[config.mk]
export PLATFORM = sky130hd
export DESIGN_NAME = approx_loa_adder_pipe
export DESIGN_NICKNAME = d
export VERILOG_FILES = /design/src/rtl/approx_loa_adder_pipe.sv
export SDC_FILE = /design/constraint.sdc
export NUM_CORES = 1
export LEC_CHECK = 0
export CORE_MARGIN = 2
export CORE_UTILIZATION = 40
export DETAILED_ROUTE_END_ITERATION = 12
export GPL_TIMING_DRIVEN = 0
export PLACE_DENSITY = 0.66
export SKIP_CTS_REPAIR_TIMING = 1
export SYNTH_ARGS = -nofsm -noshare
export SYNTH_HDL_FRONTEND = slang
export SYNTH_SLANG_ARGS = --single-unit
[constraint.sdc]
create_clock -name clk -period 2.39 [get_ports clk]
set_input_delay 0.478 -clock clk [delete_from_list [all_inputs] [get_ports clk]]
set_output_delay 0.478 -clock clk [all_outputs]
set_load 0.005 [all_outputs]
[src/rtl/approx_loa_adder_pipe.sv]
// Pipelined lower-part-OR approximate adder with a valid/ready stream
// interface and an online error monitor (sample count, violation count,
// max error, sticky violation flag).
//
// Handshake: a beat transfers on a port in any cycle where valid & ready
// are both high at the rising clock edge. A producer holds valid and its
// data stable until the transfer. out_* never change while
// out_valid & ~out_ready. in_ready depends on out_ready only, never on
// in_valid.
module approx_loa_adder_pipe #(
  parameter int WIDTH       = 2,
  parameter int APPROX_BITS = 1,
  parameter int ET          = 0,
  parameter int CNT_W       = 16
) (
  input  logic               clk,
  input  logic               rst,
  input  logic               in_valid,
  output logic               in_ready,
  input  logic [WIDTH-1:0]   in_a,
  input  logic [WIDTH-1:0]   in_b,
  input  logic               in_mode,
  output logic               out_valid,
  input  logic               out_ready,
  output logic [WIDTH:0]     out_sum,
  output logic [WIDTH:0]     out_err,
  input  logic               stat_clr,
  output logic [CNT_W-1:0]   stat_cnt,
  output logic [CNT_W-1:0]   stat_viol,
  output logic [WIDTH:0]     stat_max,
  output logic               viol_flag
);

  // Index of the top approximated bit; clamped so it stays legal when no
  // bits are approximated (the carry is forced to 0 in that case).
  localparam int KM1 = (APPROX_BITS > 0) ? APPROX_BITS - 1 : 0;
  // Ones in the APPROX_BITS low positions of a WIDTH+1 bit word.
  localparam logic [WIDTH:0] LO_MASK = {(WIDTH+1){1'b1}} >> (WIDTH + 1 - APPROX_BITS);

  // Stage 1 registers
  logic               s1_valid_q, s1_valid_d;
  logic [WIDTH-1:0]   s1_a_q, s1_a_d;
  logic [WIDTH-1:0]   s1_b_q, s1_b_d;
  logic               s1_mode_q, s1_mode_d;
  // Stage 2 registers
  logic               s2_valid_q, s2_valid_d;
  logic [WIDTH:0]     sum_q, sum_d;
  logic [WIDTH:0]     err_q, err_d;
  // Statistics
  logic [CNT_W-1:0]   cnt_q, cnt_d;
  logic [CNT_W-1:0]   viol_q, viol_d;
  logic [WIDTH:0]     max_q, max_d;
  logic               flag_q, flag_d;

  // Datapath intermediates
  logic [WIDTH:0]     a_ext, b_ext;
  logic [WIDTH:0]     exact_sum, hi_sum, approx_sum, calc_sum, calc_err;
  logic               cin;
  // Flow control
  logic               s2_load, s1_moves, s1_load, accept, is_viol;

  // Stage advance: S2 frees up when empty or being drained; S1 drains into S2.
  always_comb begin
    s2_load  = ~s2_valid_q | out_ready;
    s1_moves = s1_valid_q & s2_load;
    in_ready = ~s1_valid_q | s1_moves;
    s1_load  = in_valid & in_ready;
    accept   = s2_valid_q & out_ready;
  end

  // Exact and lower-part-OR sums from the stage-1 operands, plus |error|.
  always_comb begin
    a_ext      = {1'b0, s1_a_q};
    b_ext      = {1'b0, s1_b_q};
    exact_sum  = a_ext + b_ext;
    cin        = (APPROX_BITS > 0) ? (s1_a_q[KM1] & s1_b_q[KM1]) : 1'b0;
    hi_sum     = (a_ext >> APPROX_BITS) + (b_ext >> APPROX_BITS) + {{WIDTH{1'b0}}, cin};
    approx_sum = (hi_sum << APPROX_BITS) | ((a_ext | b_ext) & LO_MASK);
    calc_sum   = s1_mode_q ? approx_sum : exact_sum;
    calc_err   = (calc_sum >= exact_sum) ? (calc_sum - exact_sum) : (exact_sum - calc_sum);
  end

  // Next state of the two pipeline stages.
  always_comb begin
    s1_valid_d = s1_valid_q;
    s1_a_d     = s1_a_q;
    s1_b_d     = s1_b_q;
    s1_mode_d  = s1_mode_q;
    s2_valid_d = s2_valid_q;
    sum_d      = sum_q;
    err_d      = err_q;
    if (in_ready) begin
      s1_valid_d = in_valid;
    end
    if (s1_load) begin
      s1_a_d    = in_a;
      s1_b_d    = in_b;
      s1_mode_d = in_mode;
    end
    if (s2_load) begin
      s2_valid_d = s1_valid_q;
      if (s1_valid_q) begin
        sum_d = calc_sum;
        err_d = calc_err;
      end
    end
  end

  // Statistics update on accepted results; clear takes priority.
  always_comb begin
    is_viol = accept & (32'(err_q) > 32'(ET));
    cnt_d   = cnt_q;
    viol_d  = viol_q;
    max_d   = max_q;
    flag_d  = flag_q;
    if (stat_clr) begin
      cnt_d  = '0;
      viol_d = '0;
      max_d  = '0;
      flag_d = 1'b0;
    end else if (accept) begin
      cnt_d = (&cnt_q) ? cnt_q : cnt_q + CNT_W'(1);
      if (is_viol) begin
        viol_d = (&viol_q) ? viol_q : viol_q + CNT_W'(1);
        flag_d = 1'b1;
      end
      if (err_q > max_q) begin
        max_d = err_q;
      end
    end
  end

  // State registers for pipeline and statistics.
  always_ff @(posedge clk or posedge rst) begin
    if (rst) begin
      s1_valid_q <= 1'b0;
      s1_a_q     <= '0;
      s1_b_q     <= '0;
      s1_mode_q  <= 1'b0;
      s2_valid_q <= 1'b0;
      sum_q      <= '0;
      err_q      <= '0;
      cnt_q      <= '0;
      viol_q     <= '0;
      max_q      <= '0;
      flag_q     <= 1'b0;
    end else begin
      s1_valid_q <= s1_valid_d;
      s1_a_q     <= s1_a_d;
      s1_b_q     <= s1_b_d;
      s1_mode_q  <= s1_mode_d;
      s2_valid_q <= s2_valid_d;
      sum_q      <= sum_d;
      err_q      <= err_d;
      cnt_q      <= cnt_d;
      viol_q     <= viol_d;
      max_q      <= max_d;
      flag_q     <= flag_d;
    end
  end

  assign out_valid = s2_valid_q;
  assign out_sum   = sum_q;
  assign out_err   = err_q;
  assign stat_cnt  = cnt_q;
  assign stat_viol = viol_q;
  assign stat_max  = max_q;
  assign viol_flag = flag_q;

endmodule

# Word level (Yosys, flattened, before mapping)

Index checks and enable logic that the tools add are counted.

Div/mod/pow operators: 0
Multiply operators: 0
Bitwise gates (word level): 11
Order comparisons: 3
Add/sub/neg operators: 7
Mux-type cells: 15
Reduce and logical (&&, ||, !) cells: 10
Eq/ne operators: 2
Shifts and indexed selects: 0

Operator list:

| cell                    | count |
|---|---|
| $mux W16                | 7 |
| $add A16 B1 Y16 const B | 2 |
| $reduce_and A16 Y1      | 2 |
| $mux W3                 | 5 |
| $reduce_and A2 Y1       | 4 |
| $reduce_bool A2 Y1      | 3 |
| $sub A3 B3 Y3           | 2 |
| $and A1 B1 Y1           | 5 |
| $ne A2 B2 Y1 const B    | 2 |
| $add A2 B2 Y3           | 1 |
| $ge A3 B3 Y1            | 1 |
| $gt A3 B1 Y1 const B    | 1 |
| $gt A3 B3 Y1            | 1 |
| $mux W1                 | 3 |
| $or A1 B1 Y1            | 3 |
| $or A3 B1 Y3            | 1 |
| $reduce_and A3 Y1       | 1 |
| $add A1 B1 Y2           | 1 |
| $add A2 B1 Y2           | 1 |
| $not A1 Y1              | 2 |

Latch bits: 0
ROM bits: 0
RAM bits: 0
Word-level logic and storage cells: 59
Input bits: 10
Flip-flop bits (word level): 49
Memories kept: 0

# Logic depth before layout (Yosys ltp)

Gate-level depths: netlist of the first run.

Word-level depth: 6
Depth in mapped cells: 10
Mapped depth without buffers: 10

# Worst setup path before layout of the first run

OpenSTA, ideal clock, no wires.

Kind: register -> register
Start point: reg s1_a_q[0]
End point: reg err_q[2] (netlist: out_err[2])
Data required time: 2269 ps
Path buffers: 0
Slack: 29 ps
Cell stages (with the launch flop): 9
Data arrival time: 2240 ps
Clock period less this slack: 2361 ps
Path through: dfrtp_1 -> ha_1 -> inv_1 -> fa_1 -> inv_1 -> fa_1 -> a2111oi_0 -> o21bai_1 -> a22o_1

Word-level cells in the longest chain between the ends: 6

Ends and longest elaborated chain:

| item                                          | line | source |
|---|---|---|
| from (decl)                                   | 42   | `logic [WIDTH-1:0] s1_a_q, s1_a_d;` |
| from (signal assigned)                        | 137  | `s1_a_q <= '0;` |
| from (signal assigned)                        | 149  | `s1_a_q <= s1_a_d;` |
| $and A1 B1 Y1                                 | 76   | `cin = (APPROX_BITS > 0) ? (s1_a_q[KM1] & s1_b_q[KM1]) : 1'b0;` |
| $add A2 B1 Y2                                 | 77   | `hi_sum = (a_ext >> APPROX_BITS) + (b_ext >> APPROX_BITS) + {{WIDTH{1'b0}}, cin};` |
| $or A3 B1 Y3                                  | 78   | `approx_sum = (hi_sum << APPROX_BITS) \| ((a_ext \| b_ext) & LO_MASK);` |
| $mux W3 (*)                                   | 79   | `calc_sum = s1_mode_q ? approx_sum : exact_sum;` |
| net calc_sum[1]                               | 57   | `logic [WIDTH:0] exact_sum, hi_sum, approx_sum, calc_sum, calc_err;` |
| $sub A3 B3 Y3 or $ge A3 B3 Y1 (tied branches) | 80   | `calc_err = (calc_sum >= exact_sum) ? (calc_sum - exact_sum) : (exact_sum - calc_sum);` |
| $mux W3 (*)                                   | 80   |  |
| to (signal assigned)                          | 154  | `err_q <= err_d;` |
| to (decl)                                     | 48   | `logic [WIDTH:0] err_q, err_d;` |

Mark *: on every way through the listed nets, which the timed path passes. The rest lies on a longest branch.
A chain may end at the register's enable or synchronous reset.

# Final worst setup path of the first run

Start point: reg s1_b_q[0]
End point: reg err_q[1] (netlist: out_err[1])

Word-level cells in the longest chain between the ends: 6

Ends and longest elaborated chain:

| item                                          | line | source |
|---|---|---|
| from (decl)                                   | 43   | `logic [WIDTH-1:0] s1_b_q, s1_b_d;` |
| from (signal assigned)                        | 138  | `s1_b_q <= '0;` |
| from (signal assigned)                        | 150  | `s1_b_q <= s1_b_d;` |
| $and A1 B1 Y1                                 | 76   |  |
| $add A2 B1 Y2                                 | 77   |  |
| $or A3 B1 Y3                                  | 78   |  |
| $mux W3                                       | 79   |  |
| $sub A3 B3 Y3 or $ge A3 B3 Y1 (tied branches) | 80   |  |
| $mux W3 (*)                                   | 80   |  |

Mark *: on every way between the ends. The rest lies on a longest branch, timed or not.

==> results of run 1 <==
[power by group]
group	internal [mW]	switching, mW
registers	0.915	0.103
clock network	0.341	0.294
logic	0.517	0.462
[cell type report]
cell class	count	share of cell area, %
inverters	21	2.206
clock inverters	2	1.018
repair buffers	54	14.90
plain buffers	10	1.256
flip-flops and latches	49	33.27
well taps	96	3.259
multi-input cells	211	41.85
clock buffers	6	2.240
[per-stage QoR]
step           instances  power, mW
4_1_cts              447      2.438
6_report             449      2.632
3_3_place_gp         438      1.763
5_1_grt              449      2.809
2_1_floorplan        291      1.493
3_5_place_dp         439      1.797
[flip-flops by register name (all words and copies together), names as in the netlist]
signal      flops
stat_cnt       16
stat_viol      16
out_err         3
out_sum         3
stat_max        3
s1_a_q          2
s1_b_q          2
out_valid       1
s1_mode_q       1
s1_valid_q      1
viol_flag       1
[logic make-up (layout without fill, tap and decap cells)]
family                   after synthesis  in the layout  share of synthesized area [%]
multiplexers                          13             13                          5.025
AND/OR/NAND/NOR                      104            104                          19.65
flip-flops                            49             49                          43.58
buffers and inverters                 31             93                          4.446
XOR/XNOR                              12             12                          3.735
AO/OA/AOI/OAI                         67             67                          16.10
adder cells (fa/ha/maj)               15             15                          7.470
[per-layer routing]
| layer | part of all wire [%] | vias up | GRT usage [%] |
|---|---|---|---|
| met2 | 48 | 39 | 28.24 |
| met1 | 48 | 1188 | 23.74 |
| met3 | 3.5 | 5 | 3.959 |
| met4 | 0.94 | 0 | 4.755 |
| li1 | - | 1183 | - |
| met5 | 0 | - | 0 |
[cell usage in the layout (no fill, tap or decap), types with 7 or more instances in the layout]
| cell type | count |
|---|---|
| sky130_fd_sc_hd__clkdlybuf4s50_1 | 51 |
| sky130_fd_sc_hd__dfrtp_1 | 49 |
| sky130_fd_sc_hd__nand2_1 | 25 |
| sky130_fd_sc_hd__inv_1 | 18 |
| sky130_fd_sc_hd__nor2_1 | 17 |
| sky130_fd_sc_hd__o21ai_0 | 15 |
| sky130_fd_sc_hd__nand3_1 | 11 |
| sky130_fd_sc_hd__a21oi_1 | 11 |
| sky130_fd_sc_hd__xnor2_1 | 10 |
| sky130_fd_sc_hd__nor3_1 | 9 |
| sky130_fd_sc_hd__ha_1 | 9 |
| sky130_fd_sc_hd__nand4_1 | 8 |
| sky130_fd_sc_hd__nor2b_1 | 8 |
| sky130_fd_sc_hd__mux2_2 | 8 |
| sky130_fd_sc_hd__a31oi_1 | 7 |
[worst max-delay path: stages, from the launching register on]
cell and delay [ns]:
sky130_fd_sc_hd__dfrtp_1 0.40, sky130_fd_sc_hd__ha_2 0.19, sky130_fd_sc_hd__inv_2 0.05, sky130_fd_sc_hd__fa_2 0.49
sky130_fd_sc_hd__buf_6 0.17, sky130_fd_sc_hd__ha_4 0.28, sky130_fd_sc_hd__o21ai_2 0.06, sky130_fd_sc_hd__o21bai_1 0.23
sky130_fd_sc_hd__mux2_4 0.34, sky130_fd_sc_hd__o21ai_2 0.11
[path summary, 6_finish.rpt]
check,cells after the start,slack (ns),to,startpoint
max in group asynchronous,3,1.42,stat_viol[5],rst
min reg2reg,2,0.50,out_sum[1],out_sum[1]
min in group clk,2,0.50,out_sum[1],out_sum[1]
max,9,-0.002,out_err[1],s1_b_q[0]
max reg2reg,9,-0.002,out_err[1],s1_b_q[0]
min,2,0.46,stat_cnt[8],rst
[synthesized netlist by cell type (2+ instances only)]
library cell / n
sky130_fd_sc_hd__nand4_1: 8
sky130_fd_sc_hd__or4_1: 2
sky130_fd_sc_hd__buf_4: 2
sky130_fd_sc_hd__o21a_1: 3
sky130_fd_sc_hd__nand3_1: 11
sky130_fd_sc_hd__nand2_1: 25
sky130_fd_sc_hd__clkbuf_1: 6
sky130_fd_sc_hd__nor3b_1: 2
sky130_fd_sc_hd__o21bai_1: 2
sky130_fd_sc_hd__o31ai_1: 3
sky130_fd_sc_hd__a21boi_0: 2
sky130_fd_sc_hd__xnor2_1: 10
sky130_fd_sc_hd__o2111ai_1: 2
sky130_fd_sc_hd__and2_1: 2
sky130_fd_sc_hd__inv_1: 21
sky130_fd_sc_hd__nor2b_1: 8
sky130_fd_sc_hd__ha_1: 12
sky130_fd_sc_hd__a311oi_1: 4
sky130_fd_sc_hd__xor2_1: 2
sky130_fd_sc_hd__nor2_1: 17
sky130_fd_sc_hd__dfrtp_1: 49
sky130_fd_sc_hd__a31oi_1: 7
sky130_fd_sc_hd__nor4_1: 6
sky130_fd_sc_hd__and3_1: 3
sky130_fd_sc_hd__fa_1: 3
sky130_fd_sc_hd__nor3_1: 9
sky130_fd_sc_hd__a41oi_1: 2
sky130_fd_sc_hd__mux2i_1: 4
sky130_fd_sc_hd__o21ai_0: 18
sky130_fd_sc_hd__a21oi_1: 11
sky130_fd_sc_hd__mux2_2: 9
sky130_fd_sc_hd__nand2b_1: 5
sky130_fd_sc_hd__a211oi_1: 3
==> results by group, run 1 <==
Outcome
  • Outcome: finished with violations
  • Violations in the final reports: setup timing

Routing
  • Routed wire length: 6.509 mm
  • Per-cell routed wire length: 14.50 um
  • DRC errors left: 0
  • Via-per-instance ratio: 5.379
  • Antenna-violating nets left: 0
  • Total via count in the routed design: 2415
  • Number of DRC markers after the initial detailed-route iteration: 130
  • Number of search-and-repair iterations in the first detailed-routing pass: 4

Synthesis
  • Cell taking the most area after synthesis: sky130_fd_sc_hd__dfrtp_1
  • Biggest area contributors in the synthesized netlist: sky130_fd_sc_hd__dfrtp_1, sky130_fd_sc_hd__ha_1, sky130_fd_sc_hd__mux2_2, sky130_fd_sc_hd__nand2_1, sky130_fd_sc_hd__o21ai_0
  • Number of nets in the synthesized netlist: 316
  • Synth Cell Area: 2814 sq um
  • Async set or reset register ratio after synthesis: 100.0%
  • Commonest register cell after synthesis: sky130_fd_sc_hd__dfrtp_1
  • Cells after synthesis: 291
  • Number of different library cells in the post-synthesis netlist: 51
  • Synthesized flop and latch total: 49
  • Number of enable flip-flop cells after synthesis: 0
  • Sequential share of the synthesized area: 43.57%
  • Syn avg cell area: 9.670 sq um
  • Yosys top cell area share: 43.57%
  • Total of warnings raised by yosys: 0

Worst setup path
  • CP Class: reg2reg
  • Crit. End Element: flop
  • Data arrival time of the critical path: 2.63 ns
  • Biggest fanout along the worst timing path: 4
  • Required time of the critical path: 2.63 ns
  • Kind of start point of the critical path: flop

Clock tree
  • TritonCTS clock tree: done
  • CTS Root Cell: sky130_fd_sc_hd__clkbuf_8
  • Number of CTS-inserted buffers: 5
  • Number of clock sinks seen by CTS: 49
  • H-tree Lvls: 2
  • Max Buffers Root-to-Sink: 2
  • Clock-pin slew on the worst setup and hold paths: 0.09 ns
  • Clk_lat worst skew: 0.31 ns

STA
  • RSZ-0062 raised after global routing: yes
  • Actual transition at the worst max-transition pin: 0.9204 ns
  • Max Clock Freq: 418.0 MHz
  • Setup slack of the critical path after layout: -0.002206 ns
  • Final-report setup violation count: 1
  • Post-Route Hold Slack: 0.4606 ns
  • Final Critical Period: 2.392 ns
  • Worst slew margin relative to its limit: 37.67%
  • Number of max-slew violations in the final report: 0
  • Final number of hold-violating endpoints: 0
  • Final clock skew: 0.008953 ns
  • Share of the cycle needed by the critical path after routing: 100.1%
  • Total Negative Setup Slacks: -0.002206 ns

Placed design
  • Gp weighted congestion: 0.8194
  • Post-detail-place hpwl: 4.714 mm
  • Worst slack at placement: -0.2851 ns
  • Area after DPL: 3465 sq um
  • I/O Buffers: 51

Power
  • Peak supply drop: 0.4859 mV
  • Total power density per cell area: 714.0 nW/um^2
  • Static leakage: 1.483 nW

Floorplan
  • Initial standard-cell utilization of the core: 41.42%
  • Die extent in x: 87.88 um
  • Placeable core area: 6794 sq um
  • Vertical extent of the die: 87.88 um
  • IO Count: 54
  • Area enclosed by the die boundary: 7722 sq um
  • Site row count: 30

Finish
  • FILL cells: 627
  • # diodes: 0
  • Fraction of final layout cells sized beyond drive strength 1: 11.05%
  • Post-route cell area: 3686 sq um
  • Combined area of the multi-input logic cells: 1543 sq um
  • Number of nets in the layout: 377
  • Finished Core Util: 54.25%
  • Synth-to-Final Area Change: 30.99%
  • Area occupied by registers: 1226 sq um

Global routing
  • Initial antenna violation count: 0
  • Remaining Overflow, GRT: 0
  • GRT Overall Usage: 17.48%
  • First-pass GRT wire length: 10.55 mm
  • Largest net degree at the start of global routing: 34
  • Vias in the first global route: 2264

Min path
  • Worst Hold Class: in2async

Job
  • Max-cap violations: 0
Note: power is estimated with default switching activity, not from simulation.
==> run 2, diff against run 1 <==
- CORE_UTILIZATION: 40 -> 35
- PLACE_DENSITY: 0.66 -> 0.59
==> results by group, run 2 (same netlist as run 1, synthesis figures left out) <==
Global routing
  • Initial antenna violation count: 0 (unchanged)
  • GRT Overall Usage: 15.86% (-1.6 points)
  • Largest net degree at the start of global routing: 34 (unchanged)
  • Vias in the first global route: 2354 (+4.0%)
  • Remaining Overflow, GRT: 0 (unchanged)
  • First-pass GRT wire length: 11.12 mm (+5.4%)

Job
  • Max-cap violations: 0 (unchanged)

Clock tree
  • Max Buffers Root-to-Sink: 2 (unchanged)
  • Clk_lat worst skew: 0.30 ns (about the same)
  • CTS Root Cell: sky130_fd_sc_hd__clkbuf_8
  • Number of CTS-inserted buffers: 5 (unchanged)
  • Clock-pin slew on the worst setup and hold paths: 0.10 ns (about the same)
  • H-tree Lvls: 2 (unchanged)
  • Number of clock sinks seen by CTS: 49 (unchanged)
  • TritonCTS clock tree: done

Placed design
  • Post-detail-place hpwl: 4.828 mm (+2.4%)
  • Area after DPL: 3472 sq um (+0.22%)
  • DP Cell Count: 445 (+1.4%)
  • I/O Buffers: 51 (unchanged)
  • Gp weighted congestion: 0.8504 (+3.8%)

Finish
  • FILL cells: 766 (+22%)
  • # diodes: 0 (unchanged)
  • Most common cell after layout, fill and taps aside: sky130_fd_sc_hd__clkdlybuf4s50_1
  • Fraction of final layout cells sized beyond drive strength 1: 11.83% (+0.78 points)
  • Finished Core Util: 47.78% (-6.5 points)
  • Filler-free cell count of the finished design: 457 (+1.8%)
  • Post-route cell area: 3711 sq um (+0.68%)
  • Number of nets in the layout: 379 (+0.53%)
  • Most frequent cells in the layout: sky130_fd_sc_hd__clkdlybuf4s50_1, sky130_fd_sc_hd__dfrtp_1, sky130_fd_sc_hd__nand2_1
  • Synth-to-Final Area Change: 31.88%

Routing
  • Number of search-and-repair iterations in the first detailed-routing pass: 4 (unchanged)
  • Via-per-instance ratio: 5.269 (-2.0%)
  • Per-cell routed wire length: 14.48 um (-0.11%)
  • Antenna-violating nets left: 0 (unchanged)
  • DRC errors left: 0 (unchanged)
  • Total via count in the routed design: 2408 (-0.29%)
  • Number of DRC markers after the initial detailed-route iteration: 108 (-17%)
  • Routed wire length: 6.618 mm (+1.7%)

Outcome
  • Outcome: finished with violations
  • Violations in the final reports: setup timing

Power
  • Int Pwr: 1.786 mW (+0.73%)
  • Peak supply drop: 0.6175 mV (+27%)
  • Power, Total: 2.622 mW (-0.36%)
  • Static leakage: 1.495 nW (+0.83%)
  • Switching share of total power: 31.89% (-0.74 points)
  • Net Switching: 0.8364 mW (-2.6%)
  • Total power density per cell area: 706.6 nW/um^2 (-1.0%)
  • Share of power burned in registers: 38.8% (about the same)
  • Share of power burned in the clock network: 23.8% (-0.3 points)
  • Share of total power in combinational logic: 37.4% (+0.2 points)

STA
  • RSZ-0062 raised after global routing: yes
  • Max Clock Freq: 408.3 MHz (-2.3%)
  • Final clock skew: 0.01135 ns (+0.002395 ns)
  • Final number of hold-violating endpoints: 0 (unchanged)
  • Actual transition at the worst max-transition pin: 0.6138 ns (-0.3066 ns)
  • Setup slack of the critical path after layout: -0.05897 ns (-0.05676 ns)
  • Number of max-slew violations in the final report: 0 (unchanged)
  • Worst slew margin relative to its limit: 58.76% (+21 points)
  • Share of the cycle needed by the critical path after routing: 102.5% (+2.4 points)
  • Final-report setup violation count: 1 (unchanged)
  • Final Critical Period: 2.449 ns (+0.05676 ns)

Worst setup path
  • CP Class: reg2reg
  • Cell at the slowest stage of the critical path: sky130_fd_sc_hd__fa_2
  • Biggest fanout along the worst timing path: 6 (+2)
  • Critical Path Max Stage Delay: 0.66 ns (+0.17 ns)
  • Kind of start point of the critical path: flop
  • Crit. End Element: flop
  • Cells along the critical path: ha_2 -> inv_2 -> fa_2 -> inv_4 -> fa_1 -> nor3_1 -> a211oi_2 -> a22o_1
  • Required time of the critical path: 2.58 ns (-0.05 ns)
  • Data arrival time of the critical path: 2.64 ns (about the same)

Floorplan
  • Placeable core area: 7767 sq um (+14%)
  • Area enclosed by the die boundary: 8773 sq um (+14%)
  • Vertical extent of the die: 93.67 um (+6.6%)
  • Site row count: 32 (+6.7%)
  • Die extent in x: 93.67 um (+6.6%)
  • IO Count: 54 (unchanged)
  • Initial standard-cell utilization of the core: 36.23% (-5.2 points)

Min path
  • Worst Hold Class: in2async
run 2: power by group through the flow:
stage | registers (mW) | clock network [mW] | logic [mW]
finish | 1.02 | 0.623 | 0.980
global route | 1.04 | 0.668 | 1.10
CTS | 1.02 | 0.638 | 0.768
detailed placement | 1.03 | 0 | 0.766
global placement | 1.03 | 0 | 0.742
floorplan | 1.01 | 0 | 0.478
run 2: area by class of cell:
type	count	area, sq um	area share (%)
Buffer	10	46.29	1.247
Timing Repair Buffer	56	568.0	15.31
Clock buffer	7	86.33	2.326
Multi-Input combinational cell	211	1545	41.64
Inverter	21	81.33	2.192
Sequential cell	49	1226	33.04
Clock inverter	1	30.03	0.8092
Tap cell	102	127.6	3.439
run 2: path summary, 6_finish.rpt:
check                      cells past startpoint  slack [ns]      endpoint  startpoint
max                                            8       -0.06    out_err[2]   s1_a_q[0]
min                                            2        0.47  stat_viol[9]         rst
max reg2reg                                    8       -0.06    out_err[2]   s1_a_q[0]
min reg2reg                                    1        0.50     out_valid  s1_valid_q
max in group asynchronous                      3        1.41    out_err[1]         rst
min in group clk                               1        0.50     out_valid  s1_valid_q
run 2: metrics by stage:
step / setup TNS [ns] / worst slack, ns / hold slack (ns)
floorplan: 0 / 0.02930 / 0.4569
global placement: -15.83 / -0.3177 / 0.4700
detailed placement: -0.3895 / -0.2293 / 0.4819
CTS: -0.4819 / -0.2862 / 0.4808
global route: -0.2801 / -0.1663 / 0.5213
finish: -0.05897 / -0.05897 / 0.4678
run 2: metal layers:
metal,part of all wire [%],vias to the layer above,track usage (%)
met2,48,44,26.26
met5,0,-,0
met1,46,1165,20.76
met4,1.3,0,4.710
li1,-,1190,-
met3,4.4,9,3.692
run 2: worst max-delay path: cells and delay by family, from the launching register on:
family / cells / cell delay [ns]
AOI/OAI and AO/OA: 2 / 0.28
adders and majority gates: 3 / 1.28
buffers and inverters: 2 / 0.12
DFF: 1 / 0.38
and+or+nand+nor: 1 / 0.28
==> run 3, diff against run 2 <==
- TNS_END_PERCENT: unset -> 5
==> results by group, run 3 (same netlist as run 1, synthesis figures left out) <==
Outcome
  • Outcome: finished with violations
  • Violations in the final reports: setup timing

Worst setup path
  • Cell at the slowest stage of the critical path: sky130_fd_sc_hd__fa_2
  • Most common cell on crit path: sky130_fd_sc_hd__fa_2
  • Origin of the worst setup path: s1_a_q[0]
  • Cells along the critical path: ha_1 -> inv_2 -> fa_2 -> buf_6 -> fa_2 -> a2111oi_4 -> o21bai_1 -> a22o_1
  • Biggest fanout along the worst timing path: 6 (unchanged)
  • Crit. End Element: flop
  • Startpoint of the worst-slack reg-to-reg timing path: s1_a_q[0]
  • Number of stages on the worst setup path: 8 (unchanged)
  • Critical Path Max Stage Delay: 0.52 ns (-0.14 ns)
  • Kind of start point of the critical path: flop
  • CP Class: reg2reg
  • Cell count of the worst reg-to-reg path: 8 (unchanged)
  • Required time of the critical path: 2.58 ns (about the same)
  • Family of cells with the greatest summed delay on the critical path: adder cells
  • Buf+Inv Stages, Crit Path: 2 (unchanged)
  • Data arrival time of the critical path: 2.64 ns (about the same)

STA
  • Actual transition at the worst max-transition pin: 0.6192 ns (+0.005337 ns)
  • Number of max-slew violations in the final report: 0 (unchanged)
  • Share of the cycle needed by the critical path after routing: 102.6% (about the same)
  • RSZ-0062 raised after global routing: yes
  • Final clock skew: 0.007414 ns (-0.003934 ns)
  • Max Clock Freq: 408.0 MHz (about the same)
  • Setup slack of the critical path after layout: -0.06111 ns (-0.002144 ns)
  • Final number of hold-violating endpoints: 0 (unchanged)
  • Final Critical Period: 2.451 ns (+0.002144 ns)
  • Worst slew margin relative to its limit: 58.40% (-0.36 points)
  • Final-report setup violation count: 2 (+1)

Power
  • Peak supply drop: 0.5104 mV (-17%)
  • Total power density per cell area: 699.4 nW/um^2 (-1.0%)
  • Share of power burned in registers: 39.4% (+0.6 points)
  • Int Pwr: 1.768 mW (-1.0%)
  • Switching share of total power: 31.64% (-0.26 points)
  • Static leakage: 1.491 nW (-0.28%)
  • Net Switching: 0.8181 mW (-2.2%)
  • Share of power burned in the clock network: 23.9% (about the same)
  • Share of total power in combinational logic: 36.8% (-0.6 points)

Routing
  • Total via count in the routed design: 2416 (+0.33%)
  • Per-cell routed wire length: 14.45 um (-0.25%)
  • Antenna-violating nets left: 0 (unchanged)
  • Number of search-and-repair iterations in the first detailed-routing pass: 4 (unchanged)
  • Number of DRC markers after the initial detailed-route iteration: 97 (-10%)
  • DRC errors left: 0 (unchanged)
  • Routed wire length: 6.587 mm (-0.47%)
  • Via-per-instance ratio: 5.298 (+0.55%)

Placed design
  • Worst slack at placement: -0.2293 ns (unchanged)
  • Area after DPL: 3472 sq um (unchanged)
  • Gp weighted congestion: 0.8504 (unchanged)
  • Post-detail-place hpwl: 4.828 mm (unchanged)
  • I/O Buffers: 51 (unchanged)
  • DP Cell Count: 445 (unchanged)

Global routing
  • Vias in the first global route: 2354 (unchanged)
  • Initial antenna violation count: 0 (unchanged)
  • Remaining Overflow, GRT: 0 (unchanged)
  • GRT Overall Usage: 15.86% (unchanged)
  • First-pass GRT wire length: 11.12 mm (unchanged)
  • Largest net degree at the start of global routing: 34 (unchanged)

Clock tree
  • Number of CTS-inserted buffers: 5 (unchanged)
  • Clock-pin slew on the worst setup and hold paths: 0.09 ns (about the same)
  • Max Buffers Root-to-Sink: 2 (unchanged)
  • H-tree Lvls: 2 (unchanged)
  • Number of clock sinks seen by CTS: 49 (unchanged)
  • TritonCTS clock tree: done
  • Clk_lat worst skew: 0.30 ns (about the same)
  • CTS Root Cell: sky130_fd_sc_hd__clkbuf_8

Floorplan
  • Initial standard-cell utilization of the core: 36.23% (unchanged)
  • Vertical extent of the die: 93.67 um (unchanged)
  • Die extent in x: 93.67 um (unchanged)
  • IO Count: 54 (unchanged)
  • Site row count: 32 (unchanged)
  • Placeable core area: 7767 sq um (unchanged)
  • Area enclosed by the die boundary: 8773 sq um (unchanged)

Min path
  • Worst Hold Class: in2async

Finish
  • Most frequent cells in the layout: sky130_fd_sc_hd__clkdlybuf4s50_1, sky130_fd_sc_hd__dfrtp_1, sky130_fd_sc_hd__nand2_1
  • Post-route cell area: 3697 sq um (-0.37%)
  • Synth-to-Final Area Change: 31.39%
  • FILL cells: 771 (+0.65%)
  • # diodes: 0 (unchanged)
  • Filler-free cell count of the finished design: 456 (-0.22%)
  • Number of nets in the layout: 378 (-0.26%)
  • Fraction of final layout cells sized beyond drive strength 1: 11.02% (-0.81 points)
  • Most common cell after layout, fill and taps aside: sky130_fd_sc_hd__clkdlybuf4s50_1

Job
  • Max-cap violations: 0 (unchanged)
==> run 3: changes by cell type in the layout (fill, tap and decap cells not counted), sizes merged <==
cell,previous run,this run
buf,9,8
==> run 3: routing by layer <==
metal,GRT usage (%),vias up,share of wire (%)
met3,3.692,9,4.3
met1,20.76,1173,46
li1,-,1187,-
met5,0,-,0
met4,4.710,0,1.3
met2,26.26,47,48
==> run 3: cell type report <==
type	count	area [sq um]	area share (%)
plain buffers	10	46.29	1.252
clock buffers	7	86.33	2.335
clock inverters	1	30.03	0.8122
inverters	21	81.33	2.200
multi-input cells	211	1539	41.62
flip-flops and latches	49	1226	33.16
well taps	102	127.6	3.452
repair buffers	55	560.5	15.16
==> run 3: power by group through the flow <==
| stage | sequential [mW] | clock [mW] | combinational [mW] |
|---|---|---|---|
| after floorplan | 1.01 | 0 | 0.478 |
| after global routing | 1.04 | 0.668 | 1.08 |
| after detailed placement | 1.03 | 0 | 0.766 |
| after global placement | 1.03 | 0 | 0.742 |
| final | 1.02 | 0.617 | 0.951 |
| after CTS | 1.02 | 0.638 | 0.768 |
==> run 3: metrics by stage <==
stage | hold slack [ns] | setup TNS [ns] | total power [mW] | util (%)
finish | 0.4694 | -0.07662 | 2.586 | 47.60
global route | 0.5213 | -0.2894 | 2.778 | 47.60
CTS | 0.4808 | -0.4819 | 2.422 | 46.20
detailed placement | 0.4819 | -0.3895 | 1.796 | 44.70
global placement | 0.4700 | -15.83 | 1.772 | 44.44
floorplan | 0.4569 | 0 | 1.493 | -
==> run 3: final timing paths <==
| kind | to | slack, ns |
|---|---|---|
| min reg2reg | out_valid | 0.50 |
| max reg2reg | out_err[2] | -0.06 |
| max | out_err[2] | -0.06 |
| max in group asynchronous | out_err[1] | 1.41 |
| min in group clk | out_valid | 0.50 |
| min | stat_cnt[8] | 0.47 |
